File: config.mk
export PLATFORM = sky130hd
export DESIGN_NAME = timer_irq_handler_flat
export DESIGN_NICKNAME = d
export VERILOG_FILES = /design/src/rtl/timer_irq_handler_if.sv /design/src/rtl/timer_irq_handler.sv /design/src/flat_wrapper.sv
export SDC_FILE = /design/constraint.sdc
export NUM_CORES = 1
export LEC_CHECK = 0
export CORE_MARGIN = 3
export CORE_UTILIZATION = 34
export DETAILED_ROUTE_END_ITERATION = 12
export PLACE_DENSITY = 0.76
export SETUP_SLACK_MARGIN = 0.4
export SLEW_MARGIN = 40
export SYNTH_ARGS = -nofsm -noshare
export SYNTH_HDL_FRONTEND = slang
export SYNTH_SLANG_ARGS = --single-unit
File: constraint.sdc
create_clock -name clk -period 1.9 [get_ports clk]
set_input_delay 0.19 -clock clk [delete_from_list [all_inputs] [get_ports clk]]
set_output_delay 0.19 -clock clk [all_outputs]
set_load 0.03 [all_outputs]
File: src/rtl/timer_irq_handler_if.sv
// Bus between the pipeline/CSR side and the machine-mode timer interrupt responder.
// master: pipeline + csr_reg side (drives requests and CSR state, receives trap/CSR writes).
// slave : timer_irq_handler.
interface timer_irq_handler_if;
  // Request and CSR state
  logic        timer_interrupt;
  logic        csr_mstatus_mie;
  logic        csr_mstatus_mpie;
  logic        csr_mie_mtie;
  logic [31:0] csr_mtvec;
  logic [31:0] csr_mepc;
  // Execute-stage status
  logic [31:0] pc_exe;
  logic        exe_valid;
  logic        stall;
  logic        is_mret;
  // Trap and CSR write-back
  logic        mip_mtip;
  logic        trap_req;
  logic [31:0] trap_pc;
  logic        mepc_we;
  logic [31:0] mepc_wdata;
  logic        mcause_we;
  logic [31:0] mcause_wdata;
  logic        mstatus_we;
  logic        mstatus_mie_wdata;
  logic        mstatus_mpie_wdata;

  modport master (
    output timer_interrupt, csr_mstatus_mie, csr_mstatus_mpie, csr_mie_mtie,
           csr_mtvec, csr_mepc, pc_exe, exe_valid, stall, is_mret,
    input  mip_mtip, trap_req, trap_pc, mepc_we, mepc_wdata, mcause_we,
           mcause_wdata, mstatus_we, mstatus_mie_wdata, mstatus_mpie_wdata
  );

  modport slave (
    input  timer_interrupt, csr_mstatus_mie, csr_mstatus_mpie, csr_mie_mtie,
           csr_mtvec, csr_mepc, pc_exe, exe_valid, stall, is_mret,
    output mip_mtip, trap_req, trap_pc, mepc_we, mepc_wdata, mcause_we,
           mcause_wdata, mstatus_we, mstatus_mie_wdata, mstatus_mpie_wdata
  );
endinterface

File: src/rtl/timer_irq_handler.sv
// Machine-mode timer interrupt responder for the 3-stage pipeline.
// Synchronizes the timer line, waits for an execute-stage boundary and issues a
// one-cycle trap (flush, redirect, mepc/mcause/mstatus writes); also executes mret.
// Optional feature macro: TIMER_IRQ_VECTORED_EN (vectored mtvec mode, cause 7 offset).
// SYNC_STAGES legal range is 2..3.
module timer_irq_handler #(
  parameter int          SYNC_STAGES = 2,
  parameter logic [31:0] MCAUSE_MTI  = 32'h8000_0007
) (
  input logic                clk,
  input logic                rst,
  timer_irq_handler_if.slave bus
);

  typedef enum logic [1:0] {
    S_IDLE = 2'd0,
    S_PEND = 2'd1,
    S_TAKE = 2'd2,
    S_RET  = 2'd3
  } state_t;

  // Redirect target for a timer trap; mode bits are masked off the base.
  function automatic logic [31:0] trap_vector(input logic [31:0] mtvec);
    logic [31:0] base;
    base = mtvec & 32'hFFFF_FFFC;
`ifdef TIMER_IRQ_VECTORED_EN
    if (mtvec[1:0] == 2'b01) begin
      return base + 32'd28;
    end
`endif
    return base;
  endfunction

  logic [SYNC_STAGES-1:0] r_sync;
  state_t                 r_state;
  state_t                 w_next;
  logic                   w_qual;
  logic                   w_boundary;

  logic                   r_trap_req,   w_trap_req;
  logic [31:0]            r_trap_pc,    w_trap_pc;
  logic                   r_mepc_we,    w_mepc_we;
  logic [31:0]            r_mepc_wdata, w_mepc_wdata;
  logic                   r_mcause_we,  w_mcause_we;
  logic [31:0]            r_mcause_wd,  w_mcause_wd;
  logic                   r_mstatus_we, w_mstatus_we;
  logic                   r_mie_wd,     w_mie_wd;
  logic                   r_mpie_wd,    w_mpie_wd;

  // Timer line crosses into the core clock through SYNC_STAGES flops.
  always_ff @(posedge clk or negedge rst) begin
    if (!rst) begin
      r_sync <= '0;
    end else begin
      r_sync <= {r_sync[SYNC_STAGES-2:0], bus.timer_interrupt};
    end
  end

  assign bus.mip_mtip = r_sync[SYNC_STAGES-1];
  assign w_qual       = r_sync[SYNC_STAGES-1] & bus.csr_mstatus_mie & bus.csr_mie_mtie;
  assign w_boundary   = bus.exe_valid & ~bus.stall;

  // State register.
  always_ff @(posedge clk or negedge rst) begin
    if (!rst) begin
      r_state <= S_IDLE;
    end else begin
      r_state <= w_next;
    end
  end

  // Next-state logic; an mret at a boundary wins over a pending interrupt.
  always_comb begin
    w_next = r_state;
    case (r_state)
      S_IDLE: begin
        if (w_boundary && bus.is_mret) w_next = S_RET;
        else if (w_qual)               w_next = S_PEND;
      end
      S_PEND: begin
        if (w_boundary && bus.is_mret) w_next = S_RET;
        else if (!w_qual)              w_next = S_IDLE;
        else if (w_boundary)           w_next = S_TAKE;
      end
      S_TAKE:  w_next = S_IDLE;
      S_RET:   w_next = S_IDLE;
      default: w_next = S_IDLE;
    endcase
  end

  // Output values for the next cycle, captured at the decision edge.
  always_comb begin
    w_trap_req   = 1'b0;
    w_trap_pc    = '0;
    w_mepc_we    = 1'b0;
    w_mepc_wdata = '0;
    w_mcause_we  = 1'b0;
    w_mcause_wd  = '0;
    w_mstatus_we = 1'b0;
    w_mie_wd     = 1'b0;
    w_mpie_wd    = 1'b0;
    if (w_next == S_TAKE) begin
      w_trap_req   = 1'b1;
      w_trap_pc    = trap_vector(bus.csr_mtvec);
      w_mepc_we    = 1'b1;
      w_mepc_wdata = bus.pc_exe;
      w_mcause_we  = 1'b1;
      w_mcause_wd  = MCAUSE_MTI;
      w_mstatus_we = 1'b1;
      w_mie_wd     = 1'b0;
      w_mpie_wd    = bus.csr_mstatus_mie;
    end else if (w_next == S_RET) begin
      w_trap_req   = 1'b1;
      w_trap_pc    = bus.csr_mepc & 32'hFFFF_FFFC;
      w_mstatus_we = 1'b1;
      w_mie_wd     = bus.csr_mstatus_mpie;
      w_mpie_wd    = 1'b1;
    end
  end

  // Registered outputs; every one is cleared by reset, data included.
  always_ff @(posedge clk or negedge rst) begin
    if (!rst) begin
      r_trap_req   <= 1'b0;
      r_trap_pc    <= '0;
      r_mepc_we    <= 1'b0;
      r_mepc_wdata <= '0;
      r_mcause_we  <= 1'b0;
      r_mcause_wd  <= '0;
      r_mstatus_we <= 1'b0;
      r_mie_wd     <= 1'b0;
      r_mpie_wd    <= 1'b0;
    end else begin
      r_trap_req   <= w_trap_req;
      r_trap_pc    <= w_trap_pc;
      r_mepc_we    <= w_mepc_we;
      r_mepc_wdata <= w_mepc_wdata;
      r_mcause_we  <= w_mcause_we;
      r_mcause_wd  <= w_mcause_wd;
      r_mstatus_we <= w_mstatus_we;
      r_mie_wd     <= w_mie_wd;
      r_mpie_wd    <= w_mpie_wd;
    end
  end

  assign bus.trap_req           = r_trap_req;
  assign bus.trap_pc            = r_trap_pc;
  assign bus.mepc_we            = r_mepc_we;
  assign bus.mepc_wdata         = r_mepc_wdata;
  assign bus.mcause_we          = r_mcause_we;
  assign bus.mcause_wdata       = r_mcause_wd;
  assign bus.mstatus_we         = r_mstatus_we;
  assign bus.mstatus_mie_wdata  = r_mie_wd;
  assign bus.mstatus_mpie_wdata = r_mpie_wd;

endmodule

File: src/flat_wrapper.sv
// flat-port wrapper written by rule: the top's interface ports become plain ports
module timer_irq_handler_flat 
#(
  parameter int          SYNC_STAGES = 2,
  parameter logic [31:0] MCAUSE_MTI  = 32'h8000_0007
)
  (clk, rst, bus_timer_interrupt, bus_csr_mstatus_mie, bus_csr_mstatus_mpie, bus_csr_mie_mtie, bus_csr_mtvec, bus_csr_mepc, bus_pc_exe, bus_exe_valid, bus_stall, bus_is_mret, bus_mip_mtip, bus_trap_req, bus_trap_pc, bus_mepc_we, bus_mepc_wdata, bus_mcause_we, bus_mcause_wdata, bus_mstatus_we, bus_mstatus_mie_wdata, bus_mstatus_mpie_wdata);
  timer_irq_handler_if bus_i ();
  input logic clk;
  input logic rst;
  input wire logic [$bits(bus_i.timer_interrupt)-1:0] bus_timer_interrupt;
  input wire logic [$bits(bus_i.csr_mstatus_mie)-1:0] bus_csr_mstatus_mie;
  input wire logic [$bits(bus_i.csr_mstatus_mpie)-1:0] bus_csr_mstatus_mpie;
  input wire logic [$bits(bus_i.csr_mie_mtie)-1:0] bus_csr_mie_mtie;
  input wire logic [$bits(bus_i.csr_mtvec)-1:0] bus_csr_mtvec;
  input wire logic [$bits(bus_i.csr_mepc)-1:0] bus_csr_mepc;
  input wire logic [$bits(bus_i.pc_exe)-1:0] bus_pc_exe;
  input wire logic [$bits(bus_i.exe_valid)-1:0] bus_exe_valid;
  input wire logic [$bits(bus_i.stall)-1:0] bus_stall;
  input wire logic [$bits(bus_i.is_mret)-1:0] bus_is_mret;
  output wire logic [$bits(bus_i.mip_mtip)-1:0] bus_mip_mtip;
  output wire logic [$bits(bus_i.trap_req)-1:0] bus_trap_req;
  output wire logic [$bits(bus_i.trap_pc)-1:0] bus_trap_pc;
  output wire logic [$bits(bus_i.mepc_we)-1:0] bus_mepc_we;
  output wire logic [$bits(bus_i.mepc_wdata)-1:0] bus_mepc_wdata;
  output wire logic [$bits(bus_i.mcause_we)-1:0] bus_mcause_we;
  output wire logic [$bits(bus_i.mcause_wdata)-1:0] bus_mcause_wdata;
  output wire logic [$bits(bus_i.mstatus_we)-1:0] bus_mstatus_we;
  output wire logic [$bits(bus_i.mstatus_mie_wdata)-1:0] bus_mstatus_mie_wdata;
  output wire logic [$bits(bus_i.mstatus_mpie_wdata)-1:0] bus_mstatus_mpie_wdata;
  assign bus_i.timer_interrupt = bus_timer_interrupt;
  assign bus_i.csr_mstatus_mie = bus_csr_mstatus_mie;
  assign bus_i.csr_mstatus_mpie = bus_csr_mstatus_mpie;
  assign bus_i.csr_mie_mtie = bus_csr_mie_mtie;
  assign bus_i.csr_mtvec = bus_csr_mtvec;
  assign bus_i.csr_mepc = bus_csr_mepc;
  assign bus_i.pc_exe = bus_pc_exe;
  assign bus_i.exe_valid = bus_exe_valid;
  assign bus_i.stall = bus_stall;
  assign bus_i.is_mret = bus_is_mret;
  assign bus_mip_mtip = bus_i.mip_mtip;
  assign bus_trap_req = bus_i.trap_req;
  assign bus_trap_pc = bus_i.trap_pc;
  assign bus_mepc_we = bus_i.mepc_we;
  assign bus_mepc_wdata = bus_i.mepc_wdata;
  assign bus_mcause_we = bus_i.mcause_we;
  assign bus_mcause_wdata = bus_i.mcause_wdata;
  assign bus_mstatus_we = bus_i.mstatus_we;
  assign bus_mstatus_mie_wdata = bus_i.mstatus_mie_wdata;
  assign bus_mstatus_mpie_wdata = bus_i.mstatus_mpie_wdata;
  timer_irq_handler #(.SYNC_STAGES(SYNC_STAGES), .MCAUSE_MTI(MCAUSE_MTI)) u_core (.clk(clk), .rst(rst), .bus(bus_i));
endmodule
After elaboration in Yosys (flattened, before gate mapping)
Cells that the tools add are included.
- equality and inequality tests: 5
- mux-type cells: 16
- bitwise gates (word level): 4
- reductions and logical operators: 3
- operators by type and width (kind ; count):
    $mux W32 ; 4
    $mux W2 ; 5
    $eq A2 B2 Y1 const B ; 4
    $mux W1 ; 6
    $pmux W2 S3 ; 1
    $and A1 B1 Y1 ; 3
    $eq A2 B1 Y1 const B ; 1
    $logic_not A2 Y1 ; 1
    $reduce_or A2 Y1 ; 1
    $logic_and A1 B1 Y1 ; 1
    $not A1 Y1 ; 1
- flip-flop bits (word level): 104
- input port bits: 105
- output and inout port bits: 103
- logic and storage cells: 37

Longest topological paths before layout
Gate-level depths: netlist (run 1).
- depth in word-level cells: 9
- gate-level depth with buffers: 6
- gate-level depth less buffers: 4

Least setup slack after synthesis (run 1)
OpenSTA, ideal clock, no wires.
- path type: register to register
- from: reg u_core.r_sync[1]
- to: reg u_core.r_mepc_wdata[10], in the netlist u_core.bus.mepc_wdata[10]
- library setup time: 0.120 ns
- arrival time: 1.505 ns
- data required time: 1.780 ns
- slack: 0.275 ns
- cell stages (with the launch flop): 6
- buffers on the path: 1
- period minus slack after synthesis: 1.625 ns
- cell sequence: dfrtp_1 nand3_1 a221oi_2 nor2b_1 buf_2 and3_1
- cells in the longest elaborated chain, start to end: 7
- elaborated cells on any way between the ends: 9
- classes of those cells: eq/ne (1); mux (6); bitwise (2)
- RTL lines (element ; line ; source):
    from (decl) ; timer_irq_handler.sv:34 ; logic [SYNC_STAGES-1:0] r_sync;
    from (signal assigned) ; timer_irq_handler.sv:55 ; r_sync <= {r_sync[SYNC_STAGES-2:0], bus.timer_interrupt};
    $and A1 B1 Y1 * (2 in series) ; timer_irq_handler.sv:60 ; assign w_qual = r_sync[SYNC_STAGES-1] & bus.csr_mstatus_mie & bus.csr_mie_mtie;
    $mux W2 (on tied branches) ; timer_irq_handler.sv:82, timer_irq_handler.sv:78 ;
    $mux W2 (on tied branches) ; timer_irq_handler.sv:81, timer_irq_handler.sv:77 ;
    $pmux W2 S3 * ; timer_irq_handler.sv:75 ; case (r_state)
    $eq A2 B2 Y1 * ; timer_irq_handler.sv:102 ; if (w_next == S_TAKE) begin
    $mux W32 * ; timer_irq_handler.sv:102 ;
    net u_core.w_mepc_wdata[10] ; timer_irq_handler.sv:43 ; logic [31:0] r_mepc_wdata, w_mepc_wdata;
    to (signal assigned) ; timer_irq_handler.sv:137 ; r_mepc_wdata <= w_mepc_wdata;
    to (decl) ; timer_irq_handler.sv:43 ;
Mark *: on every way through the listed nets, which the timed path passes. The rest lies on a longest branch.

Worst setup path after layout (run 1)
- from: in bus_csr_mie_mtie
- to: reg u_core.r_trap_pc[26], in the netlist u_core.bus.trap_pc[26]
- cells in the longest elaborated chain, start to end: 7
- elaborated cells on any way between the ends: 10
- classes of those cells: eq/ne (2); mux (7); bitwise (1)
- RTL lines (element ; line ; source):
    from (decl) ; flat_wrapper.sv:14 ; input wire logic [$bits(bus_i.csr_mie_mtie)-1:0] bus_csr_mie_mtie;
    $and A1 B1 Y1 * ; timer_irq_handler.sv:60 ;
    $mux W2 (on tied branches) ; timer_irq_handler.sv:82, timer_irq_handler.sv:78 ;
    $mux W2 (on tied branches) ; timer_irq_handler.sv:81, timer_irq_handler.sv:77 ;
    $pmux W2 S3 * ; timer_irq_handler.sv:75 ;
    $eq A2 B2 Y1 ; timer_irq_handler.sv:112 ; end else if (w_next == S_RET) begin
    $mux W32 ; timer_irq_handler.sv:112 ;
    $mux W32 * ; timer_irq_handler.sv:102 ;
    net u_core.w_trap_pc[26] ; timer_irq_handler.sv:41 ; logic [31:0] r_trap_pc, w_trap_pc;
    to (signal assigned) ; timer_irq_handler.sv:135 ; r_trap_pc <= w_trap_pc;
    to (decl) ; timer_irq_handler.sv:41 ;
Marked as above.

==> results of run 1 <==
==> routing by layer <==
metal | GRT usage | wire (µm) | vias up
met1 | 0.201 | 3320 | 1219
met3 | 0.0388 | 712 | 15
met5 | 0 | 0 | -
met4 | 0.0703 | 199 | 0
li1 | - | - | 1180
met2 | 0.343 | 4720 | 141
==> critical path: stages <==
cell	delay (ns)
sky130_fd_sc_hd__clkdlybuf4s50_1	0.52
sky130_fd_sc_hd__nand3_4	0.10
sky130_fd_sc_hd__a221oi_4	0.29
sky130_fd_sc_hd__buf_6	0.14
sky130_fd_sc_hd__nand2b_4	0.14
sky130_fd_sc_hd__buf_12	0.13
sky130_fd_sc_hd__clkbuf_16	0.15
sky130_fd_sc_hd__o21ai_1	0.06
==> cells in the final DEF, fill, tap and decap left out, drive strengths merged, types with 3 or more instances in the layout <==
cell type      instances
and3                  33
o21ai                 30
buf                   22
nand2                 30
nor2b                  4
dfrtp                 70
dlygate4sd2           76
clkinv                 3
conb                  30
clkdlybuf4s50         96
and2                   4
clkbuf                11
nand3                 32
==> state kept, by name, indices dropped and copies added (netlist names) <==
register,count
u_core.r_sync,2
u_core.bus.mstatus_mpie_wdata,1
u_core.r_state,2
u_core.bus.mstatus_we,1
u_core.bus.mcause_wdata,1
u_core.bus.trap_pc,30
u_core.bus.mepc_wdata,32
u_core.bus.mstatus_mie_wdata,1
==> worst max path at each step <==
stage | cells past startpoint | from | end
global placement | 5 | bus_exe_valid | u_core.bus.mepc_wdata[17]
detailed placement | 7 | bus_stall | u_core.bus.trap_pc[3]
floorplan | 5 | u_core.r_sync[1] | u_core.bus.mepc_wdata[10]
global route | 7 | u_core.r_sync[1] | u_core.bus.trap_pc[23]
finish | 8 | bus_csr_mie_mtie | u_core.bus.trap_pc[26]
CTS | 5 | u_core.r_sync[1] | u_core.bus.mepc_wdata[11]
==> final cells by class <==
class | count | area (µm²) | share of cell area
Timing Repair Buffer | 197 | 1990 | 0.393
Clock buffer | 10 | 138 | 0.0272
Sequential cell | 70 | 1750 | 0.347
Multi-Input combinational cell | 168 | 980 | 0.194
Clock inverter | 6 | 68.8 | 0.0136
Tap cell | 102 | 128 | 0.0253
==> what timing repair did <==
| item | 4_1_cts | 5_1_grt |
|---|---|---|
| cloned | 4 | 1 |
| setup buffers | 6 | 2 |
| gates resized for setup | 97 | 32 |
| pin swaps | 9 | 15 |
| hold buffers | 1 | 0 |
| setup endpoints to repair | 140 | 60 |
| hold endpoints to repair | 42 | 0 |
==> kinds of logic (layout without fill, tap and decap cells) <==
group           Yosys count  in the layout  share of synthesized area
simple gates            106            107                      0.195
compound gates           31             31                     0.0582
other cells               1             30                    0.00132
buf+inv                  55            213                      0.129
flops                    70             70                      0.617
==> per-stage QoR <==
step	std cells	area, µm²	util
after floorplan	292	2950	-
after global placement	523	4590	0.578
after detailed placement	523	4590	0.579
after CTS	550	4930	0.622
after global routing	553	5050	0.637
final	553	5050	0.637
==> power breakdown <==
part	internal (µW)	total [µW]	switching (µW)
registers	1540	1560	17.1
clock network	649	1230	577
logic	398	847	449
total	2590	3630	1040
==> insert_results.sql, run 1 <==
INSERT INTO impl_metrics (metric_group, metric, value, unit) VALUES
('cells_and_area', 'fill_cells', '662', ''),
('die', 'die_x', '97.4', 'µm'),
('synthesis', 'synth_most_common_cell', 'sky130_fd_sc_hd__dfrtp_1', ''),
('die', 'die_span_in_y', '97.4', 'µm'),
('grt', 'track_usage', '0.183', ''),
('sta', 'slew-limit-headroom', '0.620', ''),
('clocking', 'root_buffer', 'sky130_fd_sc_hd__clkbuf_8', ''),
('critical_path', 'worst-setup-path-type', 'primary input to flop', ''),
('placed_design', 'routabilityCongestion', '0.759', ''),
('outcome', 'status', 'finished, final reports clean', ''),
('synthesis', 'synth_flop_cell', 'sky130_fd_sc_hd__dfrtp_1', ''),
('critical_path', 'worst_r2r_endpoint', 'u_core.bus.trap_pc[26]', ''),
('routing', 'drt_iter0_markers', '78', ''),
('synthesis', 'yosys-top-cells-count', '70 x sky130_fd_sc_hd__dfrtp_1, 39 x sky130_fd_sc_hd__buf_4, 33 x sky130_fd_sc_hd__and3_1', ''),
('grt', 'global_route_wire_length_before_repair', '13900', 'µm'),
('synthesis', 'yosysWarnings', '0', ''),
('critical_path', 'startpoint_type', 'primary input', ''),
('power', 'powerDensity', '719', 'nW/µm²'),
('sta', 'slew_viol_final', '0', ''),
('critical_path', 'timing.critical_path.required', '2.11', 'ns'),
('routing', 'avgRoutedWirePerCell', '16.2', 'µm'),
('critical_path', 'end_kind', 'flop', ''),
('synthesis', 'ys_ff_latch', '70', ''),
('synthesis', 'async_flop_share', '1.00', ''),
('power', 'leakagePower', '0.00270', 'µW'),
('clocking', 'clock_latency', '0.34', 'ns'),
('power', 'peakVddDrop', '0.319', 'mV'),
('critical_path', 'worst-r2r-cell-count', '7', ''),
('synthesis', 'synth_edf_count', '0', ''),
('routing', 'drtPass1Iterations', '4', ''),
('sta', 'worst_hold_slack', '0.310', 'ns'),
('clocking', 'htreeDepth', '3', ''),
('synthesis', 'synth_top_area_frac', '0.617', ''),
('die', 'ios', '208', ''),
('synthesis', 'syn_inst', '263', ''),
('routing', 'drcViolationCount', '0', ''),
('sta', 'grt_setup_unrepaired', 'yes', ''),
('routing', 'drtAntennaViolNets', '0', ''),
('synthesis', 'synth.cell_area', '2840', 'µm²'),
('clocking', 'ctsLongestPathBuffers', '2', ''),
('placed_design', 'place.detailed.hpwl', '6040', 'µm'),
('sta', 'final.setup_skew', '0.0176', 'ns'),
('clocking', 'clkSinkCount', '70', ''),
('worst_hold_path', 'worst_min_delay_path_endpoint', 'u_core.r_sync[0]', ''),
('sta', 'fmax', '0.659', 'GHz'),
('clocking', 'cts.clk_slew.worst_paths', '0.07', 'ns'),
('die', 'die_area', '9480', 'µm²'),
('critical_path', 'timing.critical_path.fanout_max', '6', ''),
('grt', 'maximum_number_of_pins_on_one_net_before_global_route_repair', '46', ''),
('placed_design', 'placement.setup.worst_slack', '-0.222', 'ns'),
('cells_and_area', 'antenna_cells', '0', ''),
('synthesis', 'avgSynthCellArea', '10.8', 'µm²'),
('sta', 'tns_setup', '0', 'ns'),
('synthesis', 'synth.yosys.seq_area_share', '0.617', ''),
('cells_and_area', 'post_synthesis_to_final_layout_area_growth', '78.0', '%'),
('power', 'total_power', '3630', 'µW'),
('grt', 'grt_pass1_vias', '2724', ''),
('worst_hold_path', 'worst_hold_startpoint', 'bus_timer_interrupt', ''),
('run', 'cap_viol_max_count', '0', ''),
('critical_path', 'worstPathArrival', '1.73', 'ns'),
('critical_path', 'critical_path.reg2reg.startpoint', 'u_core.r_sync[1]', ''),
('synthesis', 'netlist_top_cells_area', 'sky130_fd_sc_hd__dfrtp_1 62%, sky130_fd_sc_hd__buf_4 10%, sky130_fd_sc_hd__and3_1 7.3%, sky130_fd_sc_hd__nand3_1 5.6%, sky130_fd_sc_hd__nand2_1 4.0%', ''),
('worst_hold_path', 'hold_path_class', 'primary input to flop', ''),
('routing', 'num_vias', '2555', ''),
('critical_path', 'reg2reg_setup_slack', '0.40', 'ns'),
('die', 'placement_rows', '32', ''),
('sta', 'timing.final.hold_violations', '0', ''),
('die', 'floorplan.core_area', '7930', 'µm²'),
('sta', 'finalCritPeriodShare', '0.798', ''),
('grt', 'global_route_overflow', '0', ''),
('cells_and_area', 'design.final.nets', '551', '');
Power figures use the tool's default switching activity.
==> run 2: changes to the inputs <==
==> constraint.sdc (replaced) <==
create_clock -name clk -period 1.5 [get_ports clk]
set_input_delay 0.15 -clock clk [delete_from_list [all_inputs] [get_ports clk]]
set_output_delay 0.15 -clock clk [all_outputs]
set_load 0.03 [all_outputs]
==> run 2 against run 1 <==
The run now ends with setup timing left. Sequential power rose by 27%. Clock skew fell by 0.0049 ns. First-iteration DRC count rose by 5.1%. Total power rose by 36%. Die area did not move. Critical path type is now flop to flop.
==> insert_results.sql, run 2 (synthesis gave the netlist of run 1 again) <==
INSERT INTO impl_metrics (metric_group, metric, value, unit) VALUES
('routing', 'drcViolationCount', '0', ''),
('sta', 'worst_slew_pin_tran', '0.503', 'ns'),
('cells_and_area', 'post_synthesis_to_final_layout_area_growth', '88.2', '%'),
('clocking', 'tritoncts_clock_tree', 'yes', ''),
('clocking', 'root_buffer', 'sky130_fd_sc_hd__clkbuf_8', ''),
('die', 'floorplan.core_area', '7930', 'µm²'),
('placed_design', 'placement.cell_area', '4620', 'µm²'),
('grt', 'grt_pass1_vias', '2717', ''),
('routing', 'drt_via_density', '4.68', ''),
('grt', 'track_usage', '0.204', ''),
('power', 'leakagePower', '0.00263', 'µW'),
('cells_and_area', 'layout-drive-gt1-share', '0.430', ''),
('clocking', 'cts_buffers', '9', ''),
('outcome', 'failed_checks', 'setup timing', ''),
('sta', 'finalWorstPathRequiredPeriod', '1.57', 'ns'),
('routing', 'avgRoutedWirePerCell', '17.5', 'µm'),
('cells_and_area', 'final_cell_mix', '96 x sky130_fd_sc_hd__clkdlybuf4s50_1, 68 x sky130_fd_sc_hd__dfrtp_1, 66 x sky130_fd_sc_hd__buf_2', ''),
('power', 'powerDensity', '922', 'nW/µm²'),
('placed_design', 'routabilityCongestion', '0.807', ''),
('clocking', 'clkSinkCount', '70', ''),
('critical_path', 'startpoint_type', 'flop', ''),
('routing', 'num_vias', '2663', ''),
('die', 'die_area', '9480', 'µm²'),
('sta', 'timing.final.hold_violations', '0', ''),
('sta', 'finalWorstSetupSlack', '-0.0685', 'ns'),
('clocking', 'cts.clk_slew.worst_paths', '0.07', 'ns'),
('critical_path', 'worst-setup-path-type', 'flop to flop', ''),
('critical_path', 'worstPathArrival', '1.79', 'ns'),
('sta', 'finalCritPeriodShare', '1.05', ''),
('sta', 'grt_setup_unrepaired', 'yes', ''),
('cells_and_area', 'design.final.nets', '567', ''),
('grt', 'global_route_wire_length_before_repair', '15000', 'µm'),
('power', 'pwr-share-comb', '0.243', ''),
('die', 'ios', '208', ''),
('placed_design', 'place.detailed.instances', '527', ''),
('power', 'total_power', '4930', 'µW'),
('routing', 'drtAntennaViolNets', '0', ''),
('power', 'peakVddDrop', '0.423', 'mV'),
('sta', 'tns_setup', '-2.00', 'ns'),
('power', 'p_int', '3520', 'µW'),
('cells_and_area', 'largest_reg_flops', '32', ''),
('critical_path', 'timing.critical_path.slowest_stage_cell', 'sky130_fd_sc_hd__dfrtp_1', ''),
('grt', 'maximum_number_of_pins_on_one_net_before_global_route_repair', '39', ''),
('clocking', 'ctsLongestPathBuffers', '2', ''),
('cells_and_area', 'finalNonFillerCells', '569', ''),
('sta', 'slew-limit-headroom', '0.665', ''),
('placed_design', 'place.detailed.hpwl', '5960', 'µm'),
('critical_path', 'critPathMaxStageDelay', '0.43', 'ns'),
('die', 'die_x', '97.4', 'µm'),
('power', 'power_frac_seq', '0.402', ''),
('sta', 'final.setup_skew', '0.0127', 'ns'),
('routing', 'route.final.wire_length', '9980', 'µm'),
('cells_and_area', 'final_util', '0.674', ''),
('power', 'power_switching_share', '0.286', ''),
('run', 'cap_viol_max_count', '0', ''),
('die', 'placement_rows', '32', ''),
('die', 'die_span_in_y', '97.4', 'µm'),
('critical_path', 'timing.critical_path.fanout_max', '6', ''),
('power', 'net-switching-power', '1410', 'µW'),
('power', 'power_frac_clock', '0.355', ''),
('sta', 'final-setup-viol-count', '59', ''),
('critical_path', 'end_kind', 'flop', ''),
('placed_design', 'port_buffers', '173', ''),
('critical_path', 'timing.critical_path.required', '1.72', 'ns'),
('sta', 'slew_viol_final', '0', ''),
('routing', 'drt_iter0_markers', '82', ''),
('grt', 'number_of_antenna_violations_at_the_first_check_in_global_routing', '0', ''),
('cells_and_area', 'antenna_cells', '0', ''),
('worst_hold_path', 'hold_path_class', 'primary input to flop', ''),
('clocking', 'htreeDepth', '3', ''),
('sta', 'fmax', '0.638', 'GHz'),
('critical_path', 'crit_chain', 'nor2b_4, a221oi_4, buf_6, nand2b_4, clkbuf_16, o21ai_4', ''),
('cells_and_area', 'postLayoutCellArea', '5340', 'µm²'),
('outcome', 'status', 'finished with violations', ''),
('die', 'start_util', '0.358', ''),
('grt', 'global_route_overflow', '0', ''),
('clocking', 'clock_latency', '0.34', 'ns'),
('routing', 'drtPass1Iterations', '4', ''),
('cells_and_area', 'most_common_cell_after_layout_fill_and_taps_aside', 'sky130_fd_sc_hd__clkdlybuf4s50_1', '');
## run 2: cell types whose count changed in the layout (fill, tap and decap cells not counted), moves of 5 or more
| cell | previous run | this run |
|---|---|---|
| sky130_fd_sc_hd__nand3_2 | 1 | 9 |
| sky130_fd_sc_hd__buf_4 | 12 | 6 |
| sky130_fd_sc_hd__buf_2 | 0 | 66 |
| sky130_fd_sc_hd__dlygate4sd2_1 | 76 | 3 |
| sky130_fd_sc_hd__and3_4 | 0 | 27 |
| sky130_fd_sc_hd__and3_1 | 33 | 6 |
| sky130_fd_sc_hd__nand2_1 | 30 | 25 |
| sky130_fd_sc_hd__nand3_1 | 30 | 22 |
| sky130_fd_sc_hd__o21ai_2 | 20 | 15 |
| sky130_fd_sc_hd__buf_6 | 1 | 19 |
## run 2: critical path, delay by kind of cell (launching register included)
family | cells | cell delay, ns
flops | 1 | 0.43
buf+inv | 2 | 0.35
simple gates | 2 | 0.34
compound gates | 2 | 0.33
## run 2: final cells by class
cell class	count	area [µm²]
sequential	70	1750
fill	603	2580
clock buffer	10	138
tap	102	128
timing repair buffer	211	2020
multi-input combinational	170	1210
clock inverter	6	93.8
## run 2: worst paths after layout
| kind | from | end | slack (ns) | cells after the start |
|---|---|---|---|---|
| min | bus_timer_interrupt | u_core.r_sync[0] | 0.25 | 1 |
| max | u_core.r_state[0] | u_core.bus.trap_pc[12] | -0.07 | 6 |
| min in group asynchronous | rst | u_core.bus.trap_pc[6] | 0.31 | 2 |
| max in group asynchronous | rst | u_core.bus.mepc_wdata[2] | 0.65 | 3 |
| min reg2reg | u_core.r_sync[0] | u_core.r_sync[1] | 0.38 | 0 |
| max reg2reg | u_core.r_state[0] | u_core.bus.trap_pc[12] | -0.07 | 6 |
## run 2: what timing repair did
item / in CTS / in global routing
gates resized for setup: 448 / 38
endpoints found under the hold margin: 36 / 0
hold buffers: 1 / 0
gates cloned: 8 / 5
pin swaps: 22 / 20
setup buffers: 11 / 1
setup endpoints to repair: 141 / 75
## run 2: layer usage
layer,share of wire,GRT usage
met1,0.41,0.256
met2,0.50,0.342
met4,0.016,0.0564
met5,0,0
met3,0.074,0.0617
## run 2: power by group through the flow
stage | Clock (µW) | Combinational (µW) | Sequential (µW)
6_report | 1750 | 1200 | 1980
3_3_place_gp | 0 | 946 | 2010
5_1_grt | 1880 | 1260 | 1990
2_1_floorplan | 0 | 382 | 2150
3_5_place_dp | 0 | 961 | 2020
4_1_cts | 1790 | 1100 | 1980
## run 2: stage by stage
stage	setup WS [ns]	hold WS, ns
detailed placement	-0.473	0.149
finish	-0.0685	0.250
global route	-0.129	0.236
CTS	-0.000207	0.233
floorplan	0.0779	-0.146
global placement	-0.511	0.144
